`src/rtl/fifo_queue_drainer_if.sv`:
```
// Valid/ack handshake bundle shared by the FIFO head port and the downstream port.
// The master drives data and valid, and the slave returns the one-cycle consume/pop pulse.
interface fifo_queue_drainer_if #(
    parameter int SINGLE_ENTRY_WIDTH_IN_BITS = 32
) ();
    logic [SINGLE_ENTRY_WIDTH_IN_BITS-1:0] request;
    logic                                  request_valid;
    logic                                  issue_ack;

    modport master (
        output request,
        output request_valid,
        input  issue_ack
    );

    modport slave (
        input  request,
        input  request_valid,
        output issue_ack
    );
endinterface

```
`src/rtl/fifo_queue_drainer.sv`:
```
// Pops a FIFO head with a rate-limited ack pulse and re-presents each entry through
// a 2-entry output buffer using the same valid/ack protocol.
module fifo_queue_drainer #(
    parameter int SINGLE_ENTRY_WIDTH_IN_BITS = 32,
    parameter int ACK_GAP_CYCLES             = 0
) (
    input  logic                         clk_in,
    input  logic                         reset_in,
    input  logic                         enable_in,
    fifo_queue_drainer_if.slave          fifo_if,
    fifo_queue_drainer_if.master         out_if,
    output logic [31:0]                  drain_count_out,
    output logic                         busy_out
);
    localparam int W = SINGLE_ENTRY_WIDTH_IN_BITS;

    typedef enum logic [1:0] {
        IDLE = 2'd0,
        ACK  = 2'd1,
        GAP  = 2'd2
    } state_t;

    state_t      state_q, state_d;
    logic [3:0]  gap_cnt_q, gap_cnt_d;
    logic [31:0] drain_cnt_q, drain_cnt_d;
    logic        wr_ptr_q, wr_ptr_d;
    logic        rd_ptr_q, rd_ptr_d;
    logic [1:0]  count_q, count_d;
    logic [W-1:0] buf_q [2];
    logic [W-1:0] buf_d [2];
    logic        capture;
    logic        consume;

    always_ff @(posedge clk_in or negedge reset_in) begin
        if (!reset_in) begin
            state_q     <= IDLE;
            gap_cnt_q   <= 4'd0;
            drain_cnt_q <= 32'd0;
            wr_ptr_q    <= 1'b0;
            rd_ptr_q    <= 1'b0;
            count_q     <= 2'd0;
        end else begin
            state_q     <= state_d;
            gap_cnt_q   <= gap_cnt_d;
            drain_cnt_q <= drain_cnt_d;
            wr_ptr_q    <= wr_ptr_d;
            rd_ptr_q    <= rd_ptr_d;
            count_q     <= count_d;
        end
    end

    // Buffer storage is not reset; the output mux hides stale entries while count is zero.
    always_ff @(posedge clk_in) begin
        buf_q <= buf_d;
    end

    // Count is sampled at cycle start: a same-cycle consume never frees a slot for capture.
    always_comb begin
        state_d     = state_q;
        gap_cnt_d   = gap_cnt_q;
        drain_cnt_d = drain_cnt_q;
        capture     = 1'b0;
        case (state_q)
            IDLE: begin
                if (enable_in && fifo_if.request_valid && (count_q < 2'd2)) begin
                    capture = 1'b1;
                    state_d = ACK;
                end
            end
            ACK: begin
                drain_cnt_d = drain_cnt_q + 32'd1;
                if (ACK_GAP_CYCLES > 0) begin
                    state_d   = GAP;
                    gap_cnt_d = 4'(ACK_GAP_CYCLES);
                end else begin
                    state_d = IDLE;
                end
            end
            GAP: begin
                gap_cnt_d = gap_cnt_q - 4'd1;
                if (gap_cnt_q <= 4'd1) begin
                    state_d = IDLE;
                end
            end
            default: begin
                state_d = IDLE;
            end
        endcase
    end

    always_comb begin
        buf_d    = buf_q;
        consume  = (count_q != 2'd0) && out_if.issue_ack;
        wr_ptr_d = wr_ptr_q ^ capture;
        rd_ptr_d = rd_ptr_q ^ consume;
        count_d  = count_q + {1'b0, capture} - {1'b0, consume};
        if (capture) begin
            buf_d[wr_ptr_q] = fifo_if.request;
        end
    end

    assign fifo_if.issue_ack    = (state_q == ACK);
    assign out_if.request_valid = (count_q != 2'd0);
    assign out_if.request       = (count_q != 2'd0) ? buf_q[rd_ptr_q] : '0;
    assign drain_count_out      = drain_cnt_q;
    assign busy_out             = (state_q != IDLE) || (count_q != 2'd0);

endmodule

```
`src/flat_wrapper.sv`:
```
// flat-port wrapper written by rule: the top's interface ports become plain ports
module fifo_queue_drainer_flat 
#(
    parameter int SINGLE_ENTRY_WIDTH_IN_BITS = 32,
    parameter int ACK_GAP_CYCLES             = 0
)
  (clk_in, reset_in, enable_in, drain_count_out, busy_out, fifo_if_request, fifo_if_request_valid, fifo_if_issue_ack, out_if_request, out_if_request_valid, out_if_issue_ack);
  fifo_queue_drainer_if #(.SINGLE_ENTRY_WIDTH_IN_BITS(SINGLE_ENTRY_WIDTH_IN_BITS)) fifo_if_i ();
  fifo_queue_drainer_if #(.SINGLE_ENTRY_WIDTH_IN_BITS(SINGLE_ENTRY_WIDTH_IN_BITS)) out_if_i ();
  input  logic clk_in;
  input  logic reset_in;
  input  logic enable_in;
  output logic [31:0] drain_count_out;
  output logic busy_out;
  input wire logic [$bits(fifo_if_i.request)-1:0] fifo_if_request;
  input wire logic [$bits(fifo_if_i.request_valid)-1:0] fifo_if_request_valid;
  output wire logic [$bits(fifo_if_i.issue_ack)-1:0] fifo_if_issue_ack;
  output wire logic [$bits(out_if_i.request)-1:0] out_if_request;
  output wire logic [$bits(out_if_i.request_valid)-1:0] out_if_request_valid;
  input wire logic [$bits(out_if_i.issue_ack)-1:0] out_if_issue_ack;
  assign fifo_if_i.request = fifo_if_request;
  assign fifo_if_i.request_valid = fifo_if_request_valid;
  assign fifo_if_issue_ack = fifo_if_i.issue_ack;
  assign out_if_request = out_if_i.request;
  assign out_if_request_valid = out_if_i.request_valid;
  assign out_if_i.issue_ack = out_if_issue_ack;
  fifo_queue_drainer #(.SINGLE_ENTRY_WIDTH_IN_BITS(SINGLE_ENTRY_WIDTH_IN_BITS), .ACK_GAP_CYCLES(ACK_GAP_CYCLES)) u_core (.clk_in(clk_in), .reset_in(reset_in), .enable_in(enable_in), .fifo_if(fifo_if_i), .out_if(out_if_i), .drain_count_out(drain_count_out), .busy_out(busy_out));
endmodule
```
`config.mk`:
```
export PLATFORM = sky130hd
export DESIGN_NAME = fifo_queue_drainer_flat
export DESIGN_NICKNAME = d
export VERILOG_FILES = /design/src/rtl/fifo_queue_drainer_if.sv /design/src/rtl/fifo_queue_drainer.sv /design/src/flat_wrapper.sv
export SDC_FILE = /design/constraint.sdc
export NUM_CORES = 1
export LEC_CHECK = 0
export ABC_AREA = 1
export BUFFER_PORTS_ARGS = -buffer_cell sky130_fd_sc_hd__buf_4
export CAP_MARGIN = 40
export CELL_PAD_IN_SITES_DETAIL_PLACEMENT = 0
export CELL_PAD_IN_SITES_GLOBAL_PLACEMENT = 2
export CORE_AREA = 2 2 112 114
export CTS_BUF_LIST = sky130_fd_sc_hd__clkbuf_8
export DETAILED_ROUTE_END_ITERATION = 16
export DIE_AREA = 0 0 114 116
export HOLD_SLACK_MARGIN = 0.06
export PLACE_DENSITY = 0.88
export SETUP_SLACK_MARGIN = 0.5
export SYNTH_ARGS = -nofsm -noshare
export SYNTH_HDL_FRONTEND = slang
export SYNTH_SLANG_ARGS = --single-unit
```
`constraint.sdc`:
```
create_clock -name clk_in -period 5.9 [get_ports clk_in]
set_input_delay 0.295 -clock clk_in [delete_from_list [all_inputs] [get_ports clk_in]]
set_output_delay 0.295 -clock clk_in [all_outputs]
set_load 0.03 [all_outputs]
```
# Yosys cells after proc, flatten, opt, wreduce, memory -nomap -nowiden

Cells that the tools add are included.

Bits in latches: 0
Input port bits: 37
Bits in read-only memories: 0
Register bits after elaboration: 106
Bits in writable memories: 0
Memories: 0

Magnitude comparators: 5
Divide/modulo/power cells: 0
Reduce and logical (&&, ||, !) cells: 9
Shift-type cells: 0
Bitwise operators: 4
$mul: 0
Add/sub/neg operators: 4
Mux-type cells: 12
Equal/unequal tests: 4

Operators with widths:

| kind                  | count |
|---|---|
| $mux 32               | 5 |
| $bwmux 64             | 1 |
| $add 32x1->32 const B | 1 |
| $demux 32 s1          | 1 |
| $ge 2x2->1 const B    | 2 |
| $le 4x1->1 const B    | 1 |
| $logic_and 1x1->1     | 4 |
| $mux 2                | 2 |
| $ne 2x1->1 const B    | 2 |
| $not 1->2             | 2 |
| $pmux 2 s2            | 1 |
| $reduce_bool 2->1     | 2 |
| $sub 4x1->4 const B   | 1 |
| $add 2x1->2           | 1 |
| $eq 2x1->1 const B    | 1 |
| $eq 2x2->1 const B    | 1 |
| $logic_not 2->1       | 1 |
| $lt 2x1->1 const B    | 1 |
| $lt 2x2->1 const B    | 1 |
| $mux 1                | 2 |
| $reduce_and 2->1      | 1 |
| $sub 2x1->2           | 1 |
| $xor 1x1->1           | 2 |
| $logic_or 1x1->1      | 1 |

# Depth between registers and ports, before layout

Gate-level depths: netlist of the first run.

Word-level depth: 6
Gate-level depth with buffers: 9
Depth with buffers taken out: 9

# Worst setup path before layout of the first run

OpenSTA, ideal clock, no wires.

Path kind: flip-flop to flip-flop
Start point: register u_core.state_q[0]
End point: register u_core.buf_q[0] (netlist name), enable pin
Library setup time: 0.392 ns
Buffers on the path: 1
Stages on the path, launching flop included: 4
Data arrival time: 1.880 ns
Clock period less this slack: 2.273 ns
Path slack: 3.627 ns
Path through: dfrtp_1 > buf_6 > nor3_1 > ha_1

Word-level cells in the longest chain between the ends: 2

Ends and longest elaborated chain:

| what                     | line                     | text |
|---|---|---|
| start: declaration       | fifo_queue_drainer.sv:23 | `state_t state_q, state_d;` |
| start signal: assignment | fifo_queue_drainer.sv:43 | `state_q <= state_d;` |
| $logic_not 2->1          | fifo_queue_drainer.sv:63 | `case (state_q)` |
| $mux 1                   | fifo_queue_drainer.sv:63 |  |
| end signal: assignment   | fifo_queue_drainer.sv:54 | `buf_q <= buf_d;` |
| end: declaration         | fifo_queue_drainer.sv:29 | `logic [W-1:0] buf_q [2];` |

No other way between the ends.
A chain may end at the register's enable or synchronous reset.

# Final worst setup path of the first run

Start point: register u_core.rd_ptr_q
End point: output out_if_request[31]

Word-level cells in the longest chain between the ends: 5

Ends and longest elaborated chain:

| what                                       | line                      | text |
|---|---|---|
| start: declaration                         | fifo_queue_drainer.sv:27  | `logic rd_ptr_q, rd_ptr_d;` |
| start signal: assignment                   | fifo_queue_drainer.sv:47  | `rd_ptr_q <= rd_ptr_d;` |
| $not 1->2 (not written as such)            | fifo_queue_drainer.sv:104 | `assign out_if.request = (count_q != 2'd0) ? buf_q[rd_ptr_q] : '0;` |
| $mux 32 (not written as such) (3 in a row) | fifo_queue_drainer.sv:104 |  |
| $mux 32                                    | fifo_queue_drainer.sv:104 |  |
| end: declaration                           | flat_wrapper.sv:18        | `output wire logic [$bits(out_if_i.request)-1:0] out_if_request;` |

No other way between the ends. The select of a mux whose other input is x is not followed.

==> impl_metrics.xml, run 1 <==
<?xml version="1.0" encoding="UTF-8"?>
<metrics>
  <group name="worst_setup_path">
    <metric name="worstReg2RegEnd" unit="">u_core.buf_q[56]</metric>
    <metric name="worst-endpoint-arrival" unit="ps">1790</metric>
    <metric name="critPathTopFamily" unit="">buffers and inverters</metric>
    <metric name="worst_r2r_path_depth" unit="">3</metric>
    <metric name="path_cells" unit="">inv_1 &gt; buf_8 &gt; nand2_1 &gt; a21oi_1 &gt; buf_4</metric>
    <metric name="cp-endpoint" unit="">out_if_request[31]</metric>
    <metric name="worst_ep_required_time" unit="ps">5610</metric>
    <metric name="crit-reg2reg-launch" unit="">u_core.state_q[0]</metric>
    <metric name="timing.critical_path.depth" unit="">5</metric>
    <metric name="critical_path.slowest_cell" unit="">sky130_fd_sc_hd__dfrtp_1</metric>
    <metric name="setup.worst_path.start" unit="">u_core.rd_ptr_q</metric>
    <metric name="cp-start-kind" unit="">register</metric>
    <metric name="endpoint_kind" unit="">output port</metric>
    <metric name="worstSetupPathType" unit="">reg2out</metric>
    <metric name="critical_path_peak_fanout" unit="">18</metric>
    <metric name="max_stage_delay" unit="ps">380</metric>
    <metric name="worst-path-buf-inv" unit="">3</metric>
    <metric name="ff2ff_setup_slack" unit="ps">4000</metric>
  </group>
  <group name="synthesis">
    <metric name="synth.yosys.seq_area_share" unit="%">63.8</metric>
    <metric name="netlist_top_cells_area" unit="">sky130_fd_sc_hd__edfxtp_1 (43%), sky130_fd_sc_hd__dfrtp_1 (21%), sky130_fd_sc_hd__nand2_1 (10%)</metric>
    <metric name="ys.flop_type" unit="">sky130_fd_sc_hd__edfxtp_1</metric>
    <metric name="synth_top_area_share" unit="%">43.0</metric>
    <metric name="synth_area" unit="sq um">4460</metric>
    <metric name="synth_warnings" unit="">0</metric>
    <metric name="ys_async_sr_fraction" unit="%">36.6</metric>
    <metric name="postSynthRegisterBits" unit="">101</metric>
    <metric name="synth_top_area_cell" unit="">sky130_fd_sc_hd__edfxtp_1</metric>
    <metric name="postSynthAreaPerCell" unit="sq um">10.6</metric>
    <metric name="syn_nets" unit="">464</metric>
    <metric name="synth_enable_flop_cells" unit="">64</metric>
    <metric name="synthDistinctLibCells" unit="">25</metric>
    <metric name="netlist_instances" unit="">422</metric>
  </group>
  <group name="routing">
    <metric name="vias" unit="">3224</metric>
    <metric name="wl" unit="mm">9.80</metric>
    <metric name="antenna_violating_nets_left" unit="">0</metric>
    <metric name="via_per_instance_ratio" unit="">4.72</metric>
    <metric name="drt_drc_violations_left" unit="">0</metric>
    <metric name="drt-wirelength-per-cell" unit="microns">14.4</metric>
    <metric name="initialDrtViolationCount" unit="">146</metric>
    <metric name="firstDrtPassIters" unit="">7</metric>
  </group>
  <group name="clock_tree">
    <metric name="tritoncts_num_sinks" unit="">101</metric>
    <metric name="cts.clk_slew.worst_paths" unit="ps">100</metric>
    <metric name="tritoncts" unit="">built</metric>
    <metric name="cts_post_setup_buffers_inserted" unit="">0</metric>
    <metric name="clock_path_buffers" unit="">2</metric>
    <metric name="cts.root.buffer_cell" unit="">sky130_fd_sc_hd__clkbuf_8</metric>
    <metric name="cts_max_level" unit="">3</metric>
    <metric name="clock_insertion_delay_worst_skew" unit="ps">350</metric>
    <metric name="cts-buffers-inserted" unit="">9</metric>
  </group>
  <group name="grt">
    <metric name="grt_first_pass_wirelength" unit="mm">15.8</metric>
    <metric name="grt_pass1_vias" unit="">3240</metric>
    <metric name="grt_antenna_before_repair" unit="">0</metric>
    <metric name="gr-usage-met1" unit="%">20.5</metric>
    <metric name="grt_start_max_net_pins" unit="">38</metric>
    <metric name="grt_busiest_layer" unit="">met2</metric>
    <metric name="globalRouteMet2Util" unit="%">26.2</metric>
    <metric name="grt_usage" unit="%">15.4</metric>
    <metric name="gr_util_met3" unit="%">2.72</metric>
    <metric name="grt_total_ovfl" unit="">0</metric>
  </group>
  <group name="power">
    <metric name="combPwrFrac" unit="%">41.6</metric>
    <metric name="power.switching_fraction" unit="%">41.1</metric>
    <metric name="internal_dissipation" unit="mW">1.29</metric>
    <metric name="power_frac_seq" unit="%">39.8</metric>
    <metric name="total_leakage_power" unit="nW">2.49</metric>
    <metric name="net-switching-power" unit="mW">0.900</metric>
    <metric name="vdd_drop_max" unit="uV">220</metric>
    <metric name="clock_power_share" unit="%">18.6</metric>
    <metric name="ratio_of_total_power_to_cell_area" unit="nW/um^2">391</metric>
  </group>
  <group name="floorplan">
    <metric name="total_number_of_placement_rows" unit="">40</metric>
    <metric name="floorplan.io_pins" unit="">104</metric>
    <metric name="fp.dieArea" unit="sq um">13200</metric>
    <metric name="core" unit="sq um">11900</metric>
    <metric name="die-width" unit="microns">114</metric>
    <metric name="initial_core_util" unit="%">37.5</metric>
    <metric name="fp.dieH" unit="microns">116</metric>
  </group>
  <group name="run_status">
    <metric name="run_status" unit="">finished, final reports clean</metric>
  </group>
  <group name="place">
    <metric name="detailed_place_hpwl" unit="mm">7.09</metric>
    <metric name="numPortBuffers" unit="">103</metric>
    <metric name="gpl.final_weighted_congestion" unit="">0.787</metric>
  </group>
  <group name="finish">
    <metric name="drive_gt1_share" unit="%">28.4</metric>
    <metric name="area_overhead_vs_synth" unit="%">25.6</metric>
    <metric name="num-nets-final" unit="">573</metric>
    <metric name="diodes" unit="">0</metric>
  </group>
  <group name="timing">
    <metric name="post-route-min-period" unit="ps">2080</metric>
    <metric name="worst-slew-pin-transition" unit="ps">494</metric>
    <metric name="rsz0062_at_grt" unit="">no</metric>
    <metric name="hold-worst-slack" unit="ps">122</metric>
    <metric name="final-max-slew-violation-count" unit="">0</metric>
    <metric name="max_freq" unit="MHz">480</metric>
    <metric name="tns" unit="ps">0</metric>
    <metric name="max_slew_margin" unit="%">67.1</metric>
    <metric name="finalCritPeriodShare" unit="%">35.3</metric>
    <metric name="skew" unit="ps">10.6</metric>
    <metric name="finalHoldViolCount" unit="">0</metric>
    <metric name="final-setup-viol-count" unit="">0</metric>
  </group>
  <group name="flow_run">
    <metric name="number_of_max_cap_violations" unit="">0</metric>
  </group>
  <group name="hold_path">
    <metric name="hold_path_class" unit="">in2reg</metric>
  </group>
</metrics>
## state kept, by name, indices dropped and copies added, names as in the netlist
name                    count
u_core.buf_q               64
u_core.count_q              2
u_core.drain_count_out     32
u_core.rd_ptr_q             1
u_core.state_q              1
u_core.wr_ptr_q             1
## cell families (layout without fill, tap and decap cells)
family                   Yosys count  in the layout  share of synthesized area [%]
AO/OA/AOI/OAI                     32             32                           3.59
XOR/XNOR                          25             25                           4.90
adder cells (fa/ha/maj)            5              5                           1.40
AND/OR/NAND/NOR                  208            208                           21.7
buffers and inverters             51            165                           4.60
flip-flops                       101            101                           63.8
## metrics by stage
step	power, mW	cell area, sq um	instances	setup WS (ps)	util [%]
after detailed placement	1.81	5410	666	3980	45.5
after CTS	2.22	5610	683	3760	47.1
after floorplan	1.46	4460	422	3630	-
after global routing	2.32	5610	683	3660	47.1
after global placement	1.79	5400	665	3990	45.3
final	2.19	5610	683	3820	47.1
## worst min path at each step
stage,startpoint,slack [ps],end,cells past startpoint
global route,fifo_if_request[6],100,u_core.buf_q[38],1
detailed placement,reset_in,300,u_core.drain_count_out[19],1
global placement,reset_in,300,u_core.drain_count_out[19],1
finish,fifo_if_request[21],120,u_core.buf_q[53],1
floorplan,reset_in,-0.6,u_core.count_q[0],0
CTS,fifo_if_request[21],100,u_core.buf_q[21],1
## cell usage after synthesis (6+ instances only)
library cell                 n
sky130_fd_sc_hd__nand2_1   124
sky130_fd_sc_hd__a21oi_1    32
sky130_fd_sc_hd__nor3_1      8
sky130_fd_sc_hd__dfrtp_1    37
sky130_fd_sc_hd__edfxtp_1   64
sky130_fd_sc_hd__xor2_1     15
sky130_fd_sc_hd__nand3_1    14
sky130_fd_sc_hd__inv_1      39
sky130_fd_sc_hd__nor2_4      6
sky130_fd_sc_hd__nand4_1     9
sky130_fd_sc_hd__xnor2_1    10
sky130_fd_sc_hd__nor2_1     23
sky130_fd_sc_hd__nor2_2     10
## power groups by stage
stage          sequential, mW  combinational, mW  clock (mW)
4_1_cts                 0.873              0.924       0.422
2_1_floorplan           0.901              0.560           0
3_3_place_gp            0.886              0.907           0
3_5_place_dp            0.889              0.921           0
5_1_grt                 0.881              0.984       0.452
6_report                0.872              0.911       0.408
## layer usage
layer	vias up	share of wire [%]	wire length [microns]
met5	-	0	0
met4	0	1.1	107
met3	10	6.5	636
met2	100	48	4730
met1	1520	44	4330
li1	1594	-	-
## layout make-up
cell class                 count  area [sq um]
clock buffer                   9           124
clock inverter                 7          60.1
fill                        1148          6300
inverter                      40           150
multi-input combinational    270          1410
sequential                   101          2850
tap                          147           184
timing repair buffer         109           828
## cells in the final DEF, fill, tap and decap left out, drive strengths merged, types with 9 or more instances in the layout
cell type / n
xor2: 15
nand3: 17
clkbuf: 9
nand2: 131
nor2: 39
a21oi: 32
nor3: 9
dfrtp: 37
nand4: 9
edfxtp: 64
inv: 43
xnor2: 10
buf: 108
## what timing repair did
item                      4_1_cts  5_1_grt
hold endpoints to repair       37        0
gates resized for setup         0        0
hold buffers                    1        0
Note: power is estimated with default switching activity, not from simulation.
==> run 2: changes to the inputs <==
--- a/config.mk
+++ b/config.mk
@@ -10,12 +10,12 @@
 export CAP_MARGIN = 40
 export CELL_PAD_IN_SITES_DETAIL_PLACEMENT = 0
 export CELL_PAD_IN_SITES_GLOBAL_PLACEMENT = 2
-export CORE_AREA = 2 2 112 114
+export CORE_AREA = 2 2 116 118
 export CTS_BUF_LIST = sky130_fd_sc_hd__clkbuf_8
 export DETAILED_ROUTE_END_ITERATION = 16
-export DIE_AREA = 0 0 114 116
+export DIE_AREA = 0 0 118 120
 export HOLD_SLACK_MARGIN = 0.06
-export PLACE_DENSITY = 0.88
+export PLACE_DENSITY = 0.82
 export SETUP_SLACK_MARGIN = 0.5
 export SYNTH_ARGS = -nofsm -noshare
 export SYNTH_HDL_FRONTEND = slang
==> constraint.sdc (replaced) <==
create_clock -name clk_in -period 2.13 [get_ports clk_in]
set_input_delay 0.1065 -clock clk_in [delete_from_list [all_inputs] [get_ports clk_in]]
set_output_delay 0.1065 -clock clk_in [all_outputs]
set_load 0.03 [all_outputs]
==> run 2 against run 1 <==
  * Critical path depth did not move
  * Critical path type unchanged
  * Hold slack improved by 17 ps
  * Sequential power rose to 2.8 times the previous value
  * Clock-buffer cell count did not move
==> impl_metrics.xml, run 2 (synthesis gave the netlist of run 1 again) <==
<?xml version="1.0" encoding="UTF-8"?>
<metrics>
  <group name="timing">
    <metric name="final-setup-viol-count" unit="">0</metric>
    <metric name="final-max-slew-violation-count" unit="">0</metric>
    <metric name="max_slew_margin" unit="%">66.8</metric>
    <metric name="max_freq" unit="MHz">632</metric>
    <metric name="post-route-min-period" unit="ps">1580</metric>
    <metric name="worst-slew-pin-transition" unit="ps">498</metric>
    <metric name="finalCritPeriodShare" unit="%">74.2</metric>
    <metric name="tns" unit="ps">0</metric>
    <metric name="rsz0062_at_grt" unit="">yes</metric>
    <metric name="skew" unit="ps">11.4</metric>
    <metric name="finalHoldViolCount" unit="">0</metric>
  </group>
  <group name="worst_setup_path">
    <metric name="ff2ff_setup_slack" unit="ps">580</metric>
    <metric name="worst-path-buf-inv" unit="">3</metric>
    <metric name="crit-reg2reg-launch" unit="">u_core.count_q[0]</metric>
    <metric name="critical_path.slowest_cell" unit="">sky130_fd_sc_hd__dfrtp_1</metric>
    <metric name="cp-start-kind" unit="">register</metric>
    <metric name="worstReg2RegEnd" unit="">u_core.count_q[1]</metric>
    <metric name="path_cells" unit="">nor2_4 &gt; buf_12 &gt; buf_16 &gt; a21oi_1 &gt; buf_4</metric>
    <metric name="worst_r2r_path_depth" unit="">7</metric>
    <metric name="worst-endpoint-arrival" unit="ps">1470</metric>
    <metric name="max_stage_delay" unit="ps">430</metric>
    <metric name="critical_path_peak_fanout" unit="">9</metric>
    <metric name="critPathTopFamily" unit="">buffers and inverters</metric>
    <metric name="worstSetupPathType" unit="">reg2out</metric>
    <metric name="worst_ep_required_time" unit="ps">2020</metric>
    <metric name="endpoint_kind" unit="">output port</metric>
  </group>
  <group name="hold_path">
    <metric name="worst_hold_startpoint" unit="">out_if_issue_ack</metric>
    <metric name="hold_path_end" unit="">u_core.rd_ptr_q</metric>
    <metric name="hold_depth" unit="">4</metric>
    <metric name="hold_path_class" unit="">in2reg</metric>
  </group>
  <group name="clock_tree">
    <metric name="clock_insertion_delay_worst_skew" unit="ps">360</metric>
    <metric name="clock_path_buffers" unit="">2</metric>
    <metric name="tritoncts_num_sinks" unit="">101</metric>
    <metric name="cts-buffers-inserted" unit="">9</metric>
    <metric name="tritoncts" unit="">built</metric>
    <metric name="cts.root.buffer_cell" unit="">sky130_fd_sc_hd__clkbuf_8</metric>
    <metric name="cts.clk_slew.worst_paths" unit="ps">100</metric>
    <metric name="cts_max_level" unit="">3</metric>
  </group>
  <group name="routing">
    <metric name="initialDrtViolationCount" unit="">136</metric>
    <metric name="firstDrtPassIters" unit="">4</metric>
    <metric name="via_per_instance_ratio" unit="">4.45</metric>
    <metric name="wl" unit="mm">10.8</metric>
    <metric name="drt-wirelength-per-cell" unit="microns">14.2</metric>
    <metric name="drt_drc_violations_left" unit="">0</metric>
    <metric name="antenna_violating_nets_left" unit="">0</metric>
    <metric name="vias" unit="">3381</metric>
  </group>
  <group name="finish">
    <metric name="largest_reg_flops" unit="">64</metric>
    <metric name="design_area" unit="sq um">6370</metric>
    <metric name="num-nets-final" unit="">621</metric>
    <metric name="fin_util" unit="%">49.1</metric>
    <metric name="diodes" unit="">0</metric>
    <metric name="area_overhead_vs_synth" unit="%">42.7</metric>
    <metric name="fin_cells" unit="">760</metric>
    <metric name="drive_gt1_share" unit="%">32.9</metric>
    <metric name="mostFrequentLayoutCell" unit="">sky130_fd_sc_hd__nand2_1</metric>
    <metric name="layout_common_cells" unit="">sky130_fd_sc_hd__nand2_1 (124), sky130_fd_sc_hd__buf_4 (98), sky130_fd_sc_hd__edfxtp_1 (64)</metric>
    <metric name="largest-register" unit="">u_core.buf_q</metric>
  </group>
  <group name="power">
    <metric name="net-switching-power" unit="mW">2.74</metric>
    <metric name="total_leakage_power" unit="nW">2.76</metric>
    <metric name="vdd_drop_max" unit="uV">382</metric>
    <metric name="finalPower" unit="mW">6.83</metric>
    <metric name="combPwrFrac" unit="%">47.9</metric>
    <metric name="ratio_of_total_power_to_cell_area" unit="nW/um^2">1070</metric>
    <metric name="power_frac_seq" unit="%">35.4</metric>
    <metric name="internal_dissipation" unit="mW">4.08</metric>
    <metric name="clock_power_share" unit="%">16.7</metric>
    <metric name="power.switching_fraction" unit="%">40.2</metric>
  </group>
  <group name="grt">
    <metric name="grt_first_pass_wirelength" unit="mm">17.0</metric>
    <metric name="grt_pass1_vias" unit="">3397</metric>
    <metric name="grt_total_ovfl" unit="">0</metric>
    <metric name="grt_usage" unit="%">15.4</metric>
    <metric name="grt_antenna_before_repair" unit="">0</metric>
    <metric name="grt_start_max_net_pins" unit="">38</metric>
  </group>
  <group name="floorplan">
    <metric name="die-width" unit="microns">118</metric>
    <metric name="fp.dieH" unit="microns">120</metric>
    <metric name="core" unit="sq um">13000</metric>
    <metric name="initial_core_util" unit="%">34.4</metric>
    <metric name="floorplan.io_pins" unit="">104</metric>
    <metric name="total_number_of_placement_rows" unit="">42</metric>
    <metric name="fp.dieArea" unit="sq um">14200</metric>
  </group>
  <group name="run_status">
    <metric name="run_status" unit="">finished, final reports clean</metric>
  </group>
  <group name="place">
    <metric name="gpl.final_weighted_congestion" unit="">0.753</metric>
    <metric name="detailed_place_hpwl" unit="mm">7.10</metric>
    <metric name="numPortBuffers" unit="">103</metric>
    <metric name="placed_cells_incl_taps" unit="">694</metric>
    <metric name="dpl-instance-area" unit="sq um">5470</metric>
  </group>
  <group name="flow_run">
    <metric name="number_of_max_cap_violations" unit="">0</metric>
  </group>
</metrics>
[run 2: cell count changes in the layout (fill, tap and decap cells not counted), sizes merged]
cell and change:
buf +14, clkbuf +1, clkinv -1, dlygate4sd3 +33
inv +1
[run 2: how the worst max path moves through the flow]
stage                            from            endpoint  cells after the start
global placement    u_core.count_q[1]    u_core.buf_q[20]                      2
detailed placement  u_core.count_q[1]    u_core.buf_q[20]                      2
global route        u_core.count_q[0]  out_if_request[27]                      5
CTS                   u_core.rd_ptr_q   out_if_request[0]                      4
finish              u_core.count_q[0]   out_if_request[8]                      5
floorplan           u_core.state_q[0]     u_core.buf_q[0]                      3
[run 2: metal layers]
layer / wire [microns] / global-route usage (%) / up-vias
met1: 5020 / 20.4 / 1596
met4: 53 / 5.65 / 0
met3: 381 / 2.42 / 4
met5: 0 / 0 / -
li1: - / - / 1693
met2: 5340 / 25.7 / 88
[run 2: tightest hold or removal path: cells and delay by family]
family	cells	cell delay [ps]
xor+xnor	1	140
buf+inv	2	160
simple gates	1	60
[run 2: layout make-up]
cell class                 instances  area, sq um
timing repair buffer             157         1450
tap                              176          220
fill                            1206         6610
sequential                       101         2850
inverter                          40          153
clock inverter                     7         60.1
multi-input combinational        270         1520
clock buffer                       9          124
[run 2: through the flow]
step | hold slack, ps | setup slack [ps]
2_1_floorplan | -189 | 503
3_3_place_gp | 116 | 548
3_5_place_dp | 122 | 496
4_1_cts | 128 | 485
5_1_grt | 116 | 464
6_report | 139 | 549
[run 2: power groups by stage]
stage | registers [mW] | clock network, mW | logic [mW]
after global routing | 2.43 | 1.28 | 3.48
after floorplan | 2.50 | 0 | 1.58
final | 2.42 | 1.14 | 3.27
after detailed placement | 2.46 | 0 | 2.58
after CTS | 2.43 | 1.19 | 2.92
after global placement | 2.45 | 0 | 2.57
[run 2: what timing repair did]
action | 4_1_cts | 5_1_grt
gates resized for setup | 14 | 35
buffers inserted | 4 | 10
hold endpoints to repair | 102 | 0
setup endpoints to repair | 64 | 106
pin swaps | 1 | 2
gates cloned | 1 | 1
hold buffers | 34 | 0
==> run 3: changes to the inputs <==
--- a/config.mk
+++ b/config.mk
@@ -5,17 +5,17 @@
 export SDC_FILE = /design/constraint.sdc
 export NUM_CORES = 1
 export LEC_CHECK = 0
-export ABC_AREA = 1
+export ABC_AREA = 0
 export BUFFER_PORTS_ARGS = -buffer_cell sky130_fd_sc_hd__buf_4
 export CAP_MARGIN = 40
 export CELL_PAD_IN_SITES_DETAIL_PLACEMENT = 0
 export CELL_PAD_IN_SITES_GLOBAL_PLACEMENT = 2
-export CORE_AREA = 2 2 116 118
+export CORE_AREA = 2 2 109 111
 export CTS_BUF_LIST = sky130_fd_sc_hd__clkbuf_8
 export DETAILED_ROUTE_END_ITERATION = 16
-export DIE_AREA = 0 0 118 120
+export DIE_AREA = 0 0 111 113
 export HOLD_SLACK_MARGIN = 0.06
-export PLACE_DENSITY = 0.82
+export PLACE_DENSITY = 0.81
 export SETUP_SLACK_MARGIN = 0.5
 export SYNTH_ARGS = -nofsm -noshare
 export SYNTH_HDL_FRONTEND = slang
==> constraint.sdc (replaced) <==
create_clock -name clk_in -period 1.5 [get_ports clk_in]
set_input_delay 0.075 -clock clk_in [delete_from_list [all_inputs] [get_ports clk_in]]
set_output_delay 0.075 -clock clk_in [all_outputs]
set_load 0.03 [all_outputs]
==> run 3 against run 2 <==
  * The run now ends with negative setup slack left
  * Synthesized cell count is 34% lower
  * Sequential cell count stayed put
  * Clock-buffer cell count is the same
  * First-iteration DRC count fell by 47%
  * Clock skew barely moved
  * Setup slack got worse by 660 ps
  * Global-route usage increased by 0.10 points
  * Sequential share of layout area down 5.2 points
  * Core utilization rose by 15 points
  * Combinational power is 65% higher
  * Via count decreased by 10%
  * Critical path type is now reg2reg
  * Highest routed layer unchanged
==> impl_metrics.xml, run 3 <==
<?xml version="1.0" encoding="UTF-8"?>
<metrics>
  <group name="run_status">
    <metric name="run_status" unit="">finished, violations left</metric>
    <metric name="failed_checks" unit="">negative setup slack</metric>
  </group>
  <group name="clock_tree">
    <metric name="cts_max_level" unit="">3</metric>
    <metric name="tritoncts_num_sinks" unit="">101</metric>
    <metric name="tritoncts" unit="">built</metric>
    <metric name="cts.root.buffer_cell" unit="">sky130_fd_sc_hd__clkbuf_8</metric>
    <metric name="cts.clk_slew.worst_paths" unit="ps">100</metric>
    <metric name="clock_path_buffers" unit="">2</metric>
    <metric name="cts-buffers-inserted" unit="">9</metric>
    <metric name="clock_insertion_delay_worst_skew" unit="ps">360</metric>
  </group>
  <group name="worst_setup_path">
    <metric name="max_stage_delay" unit="ps">450</metric>
    <metric name="worstSetupPathType" unit="">reg2reg</metric>
    <metric name="cp-start-kind" unit="">register</metric>
    <metric name="critical_path.slowest_cell" unit="">sky130_fd_sc_hd__dfrtp_2</metric>
    <metric name="path_cells" unit="">nor2_4 &gt; inv_4 &gt; and2_4 &gt; ha_4 &gt; inv_2 &gt; ha_4 &gt; xnor2_2 &gt; xnor2_1</metric>
    <metric name="worst_ep_required_time" unit="ps">1780</metric>
    <metric name="cpMostUsedCell" unit="">sky130_fd_sc_hd__ha_4</metric>
    <metric name="endpoint_kind" unit="">register</metric>
    <metric name="critical_path_peak_fanout" unit="">3</metric>
    <metric name="worst-endpoint-arrival" unit="ps">1890</metric>
  </group>
  <group name="synthesis">
    <metric name="ys.flop_type" unit="">sky130_fd_sc_hd__edfxtp_1</metric>
    <metric name="syn_nets" unit="">321</metric>
    <metric name="synth_commonest_cells" unit="">sky130_fd_sc_hd__edfxtp_1 (64), sky130_fd_sc_hd__dfrtp_1 (37), sky130_fd_sc_hd__nor2_1 (37)</metric>
    <metric name="synth_enable_flop_cells" unit="">64</metric>
    <metric name="synthDistinctLibCells" unit="">26</metric>
    <metric name="post-synth-top-count-cell" unit="">sky130_fd_sc_hd__edfxtp_1</metric>
    <metric name="synth_area" unit="sq um">4100</metric>
    <metric name="synth.yosys.seq_area_share" unit="%">69.5</metric>
    <metric name="synth_top_area_share" unit="%">46.9</metric>
    <metric name="synth_top_family_by_area" unit="">simple AND/OR/NAND/NOR gates</metric>
    <metric name="synth_simple_gate_area_share" unit="%">11.9</metric>
    <metric name="synth_xor_xnor_area_share" unit="%">7.27</metric>
    <metric name="post_synth_fa_ha_maj_area_fraction" unit="%">1.53</metric>
    <metric name="netlist_top_cells_area" unit="">sky130_fd_sc_hd__edfxtp_1 (47%), sky130_fd_sc_hd__dfrtp_1 (23%), sky130_fd_sc_hd__mux2i_1 (7.8%)</metric>
    <metric name="ys_async_sr_fraction" unit="%">36.6</metric>
    <metric name="synth.area.mux_share" unit="%">8.09</metric>
    <metric name="synth_compound_area_share" unit="%">0</metric>
    <metric name="synth_top_area_cell" unit="">sky130_fd_sc_hd__edfxtp_1</metric>
    <metric name="postSynthAreaPerCell" unit="sq um">14.7</metric>
    <metric name="synth_warnings" unit="">0</metric>
    <metric name="postSynthRegisterBits" unit="">101</metric>
    <metric name="netlist_instances" unit="">279</metric>
  </group>
  <group name="finish">
    <metric name="largest_reg_flops" unit="">64</metric>
    <metric name="num-nets-final" unit="">548</metric>
    <metric name="largest-register" unit="">u_core.buf_q</metric>
    <metric name="mostFrequentLayoutCell" unit="">sky130_fd_sc_hd__buf_6</metric>
    <metric name="diodes" unit="">0</metric>
    <metric name="nFillCells" unit="">848</metric>
    <metric name="area_overhead_vs_synth" unit="%">76.7</metric>
    <metric name="regArea" unit="sq um">2870</metric>
    <metric name="drive_gt1_share" unit="%">59.3</metric>
    <metric name="layout_common_cells" unit="">sky130_fd_sc_hd__buf_6 (103), sky130_fd_sc_hd__buf_4 (72), sky130_fd_sc_hd__edfxtp_1 (64)</metric>
    <metric name="multi_input_area" unit="sq um">1560</metric>
  </group>
  <group name="timing">
    <metric name="finalHoldViolCount" unit="">0</metric>
    <metric name="finalCritPeriodShare" unit="%">108</metric>
    <metric name="post-route-min-period" unit="ps">1610</metric>
    <metric name="skew" unit="ps">11.3</metric>
    <metric name="final-setup-viol-count" unit="">105</metric>
    <metric name="max_freq" unit="MHz">620</metric>
    <metric name="rsz0062_at_grt" unit="">yes</metric>
    <metric name="max_slew_margin" unit="%">67.3</metric>
    <metric name="timing.final.ws_setup" unit="ps">-113</metric>
    <metric name="final-max-slew-violation-count" unit="">0</metric>
    <metric name="hold-worst-slack" unit="ps">216</metric>
    <metric name="worst-slew-pin-transition" unit="ps">491</metric>
    <metric name="tns" unit="ps">-5110</metric>
  </group>
  <group name="grt">
    <metric name="grt_usage" unit="%">15.5</metric>
    <metric name="grt_pass1_vias" unit="">3120</metric>
    <metric name="gr_util_met3" unit="%">2.89</metric>
    <metric name="gr-usage-met1" unit="%">19.4</metric>
    <metric name="globalRouteMet2Util" unit="%">27.6</metric>
    <metric name="grt_total_ovfl" unit="">0</metric>
    <metric name="grt_antenna_before_repair" unit="">0</metric>
    <metric name="grt_busiest_layer" unit="">met2</metric>
    <metric name="grt_start_max_net_pins" unit="">38</metric>
    <metric name="grt_first_pass_wirelength" unit="mm">15.5</metric>
  </group>
  <group name="routing">
    <metric name="vias" unit="">3037</metric>
    <metric name="wl" unit="mm">10.1</metric>
    <metric name="firstDrtPassIters" unit="">4</metric>
    <metric name="initialDrtViolationCount" unit="">72</metric>
    <metric name="via_per_instance_ratio" unit="">4.64</metric>
    <metric name="drt_drc_violations_left" unit="">0</metric>
    <metric name="antenna_violating_nets_left" unit="">0</metric>
    <metric name="drt-wirelength-per-cell" unit="microns">15.5</metric>
  </group>
  <group name="power">
    <metric name="finalPower" unit="mW">10.9</metric>
    <metric name="vdd_drop_max" unit="uV">1090</metric>
    <metric name="total_leakage_power" unit="nW">3.14</metric>
    <metric name="ratio_of_total_power_to_cell_area" unit="nW/um^2">1510</metric>
  </group>
  <group name="floorplan">
    <metric name="floorplan.io_pins" unit="">104</metric>
    <metric name="core" unit="sq um">11300</metric>
    <metric name="total_number_of_placement_rows" unit="">39</metric>
    <metric name="fp.dieArea" unit="sq um">12500</metric>
    <metric name="fp.dieH" unit="microns">113</metric>
    <metric name="die-width" unit="microns">111</metric>
    <metric name="initial_core_util" unit="%">36.3</metric>
  </group>
  <group name="hold_path">
    <metric name="hold_path_class" unit="">in2async</metric>
  </group>
  <group name="place">
    <metric name="numPortBuffers" unit="">103</metric>
    <metric name="dpl_worst_slack" unit="ps">-58.2</metric>
    <metric name="gpl.final_weighted_congestion" unit="">0.672</metric>
    <metric name="detailed_place_hpwl" unit="mm">6.04</metric>
  </group>
  <group name="flow_run">
    <metric name="number_of_max_cap_violations" unit="">0</metric>
  </group>
</metrics>
==> run 3: cell types whose count changed after synthesis, moves of 7 or more <==
| cell | before | now |
|---|---|---|
| sky130_fd_sc_hd__a21oi_1 | 32 | 0 |
| sky130_fd_sc_hd__and3_1 | 0 | 7 |
| sky130_fd_sc_hd__inv_1 | 39 | 8 |
| sky130_fd_sc_hd__mux2i_1 | 0 | 32 |
| sky130_fd_sc_hd__nand2_1 | 124 | 11 |
| sky130_fd_sc_hd__nor2_1 | 23 | 37 |
| sky130_fd_sc_hd__nor2_2 | 10 | 0 |
| sky130_fd_sc_hd__xnor2_1 | 10 | 27 |
| sky130_fd_sc_hd__xor2_1 | 15 | 7 |
==> run 3: critical path, delay by kind of cell (launching register included) <==
kind	cells	cell delay, ps
xor gates and xnor gates	2	290
DFF	1	450
buffers and inverters	2	80
and+or+nand+nor	2	300
adders and majority gates	2	400
==> run 3: per-layer routing <==
layer  vias to the layer above  wire length, microns
met4                         0                   150
met1                      1493                  4240
met2                        82                  5290
li1                       1446                     -
met3                        16                   431
met5                         -                     0
==> run 3: cell type report <==
cell class | count | area share, %
clock buffers | 9 | 1.71
clock inverters | 7 | 1.59
inverters | 8 | 0.449
multi-input cells | 161 | 21.6
flip-flops and latches | 101 | 39.6
well taps | 143 | 2.47
repair buffers | 225 | 32.6
==> run 3: power breakdown <==
part	total [mW]	switching (mW)	internal [mW]
clock	2.02	0.914	1.11
sequential	3.50	0.207	3.29
combinational	5.39	2.75	2.64
==> run 3: path summary, 6_finish.rpt <==
check                                                start                    endpoint  slack, ps  cells after the start
min in group clk_in                       out_if_issue_ack           u_core.count_q[1]        300                      5
worst max-delay path                     u_core.count_q[1]           u_core.count_q[1]       -110                      8
worst min-delay path                              reset_in  u_core.drain_count_out[17]        220                      2
max in group asynchronous                         reset_in             u_core.rd_ptr_q        910                      2
worst max register to register           u_core.count_q[1]           u_core.count_q[1]       -110                      8
worst min register to register  u_core.drain_count_out[26]  u_core.drain_count_out[26]        520                      1
==> run 3: cell families after synthesis <==
logic type,count (synthesis)
buffers and inverters,17
adders and majority gates,5
xor gates and xnor gates,34
muxes,33
and+or+nand+nor,89
DFF,101
==> run 3: timing repair <==
action / CTS / global route
gates resized for setup: 115 / 46
setup buffers: 23 / 20
pin swaps: 26 / 26
hold buffers: 34 / 0
endpoints found under the hold margin: 102 / 0
endpoints found under the setup margin: 165 / 166
cloned: 2 / 3
==> run 3: per-stage QoR <==
stage               cell area (sq um)  util, %  std cells
floorplan                        4350        -        279
global placement                 5550     49.2        556
detailed placement               5550     49.2        556
CTS                              6840     60.6        631
global route                     7240     64.2        654
finish                           7240     64.2        654
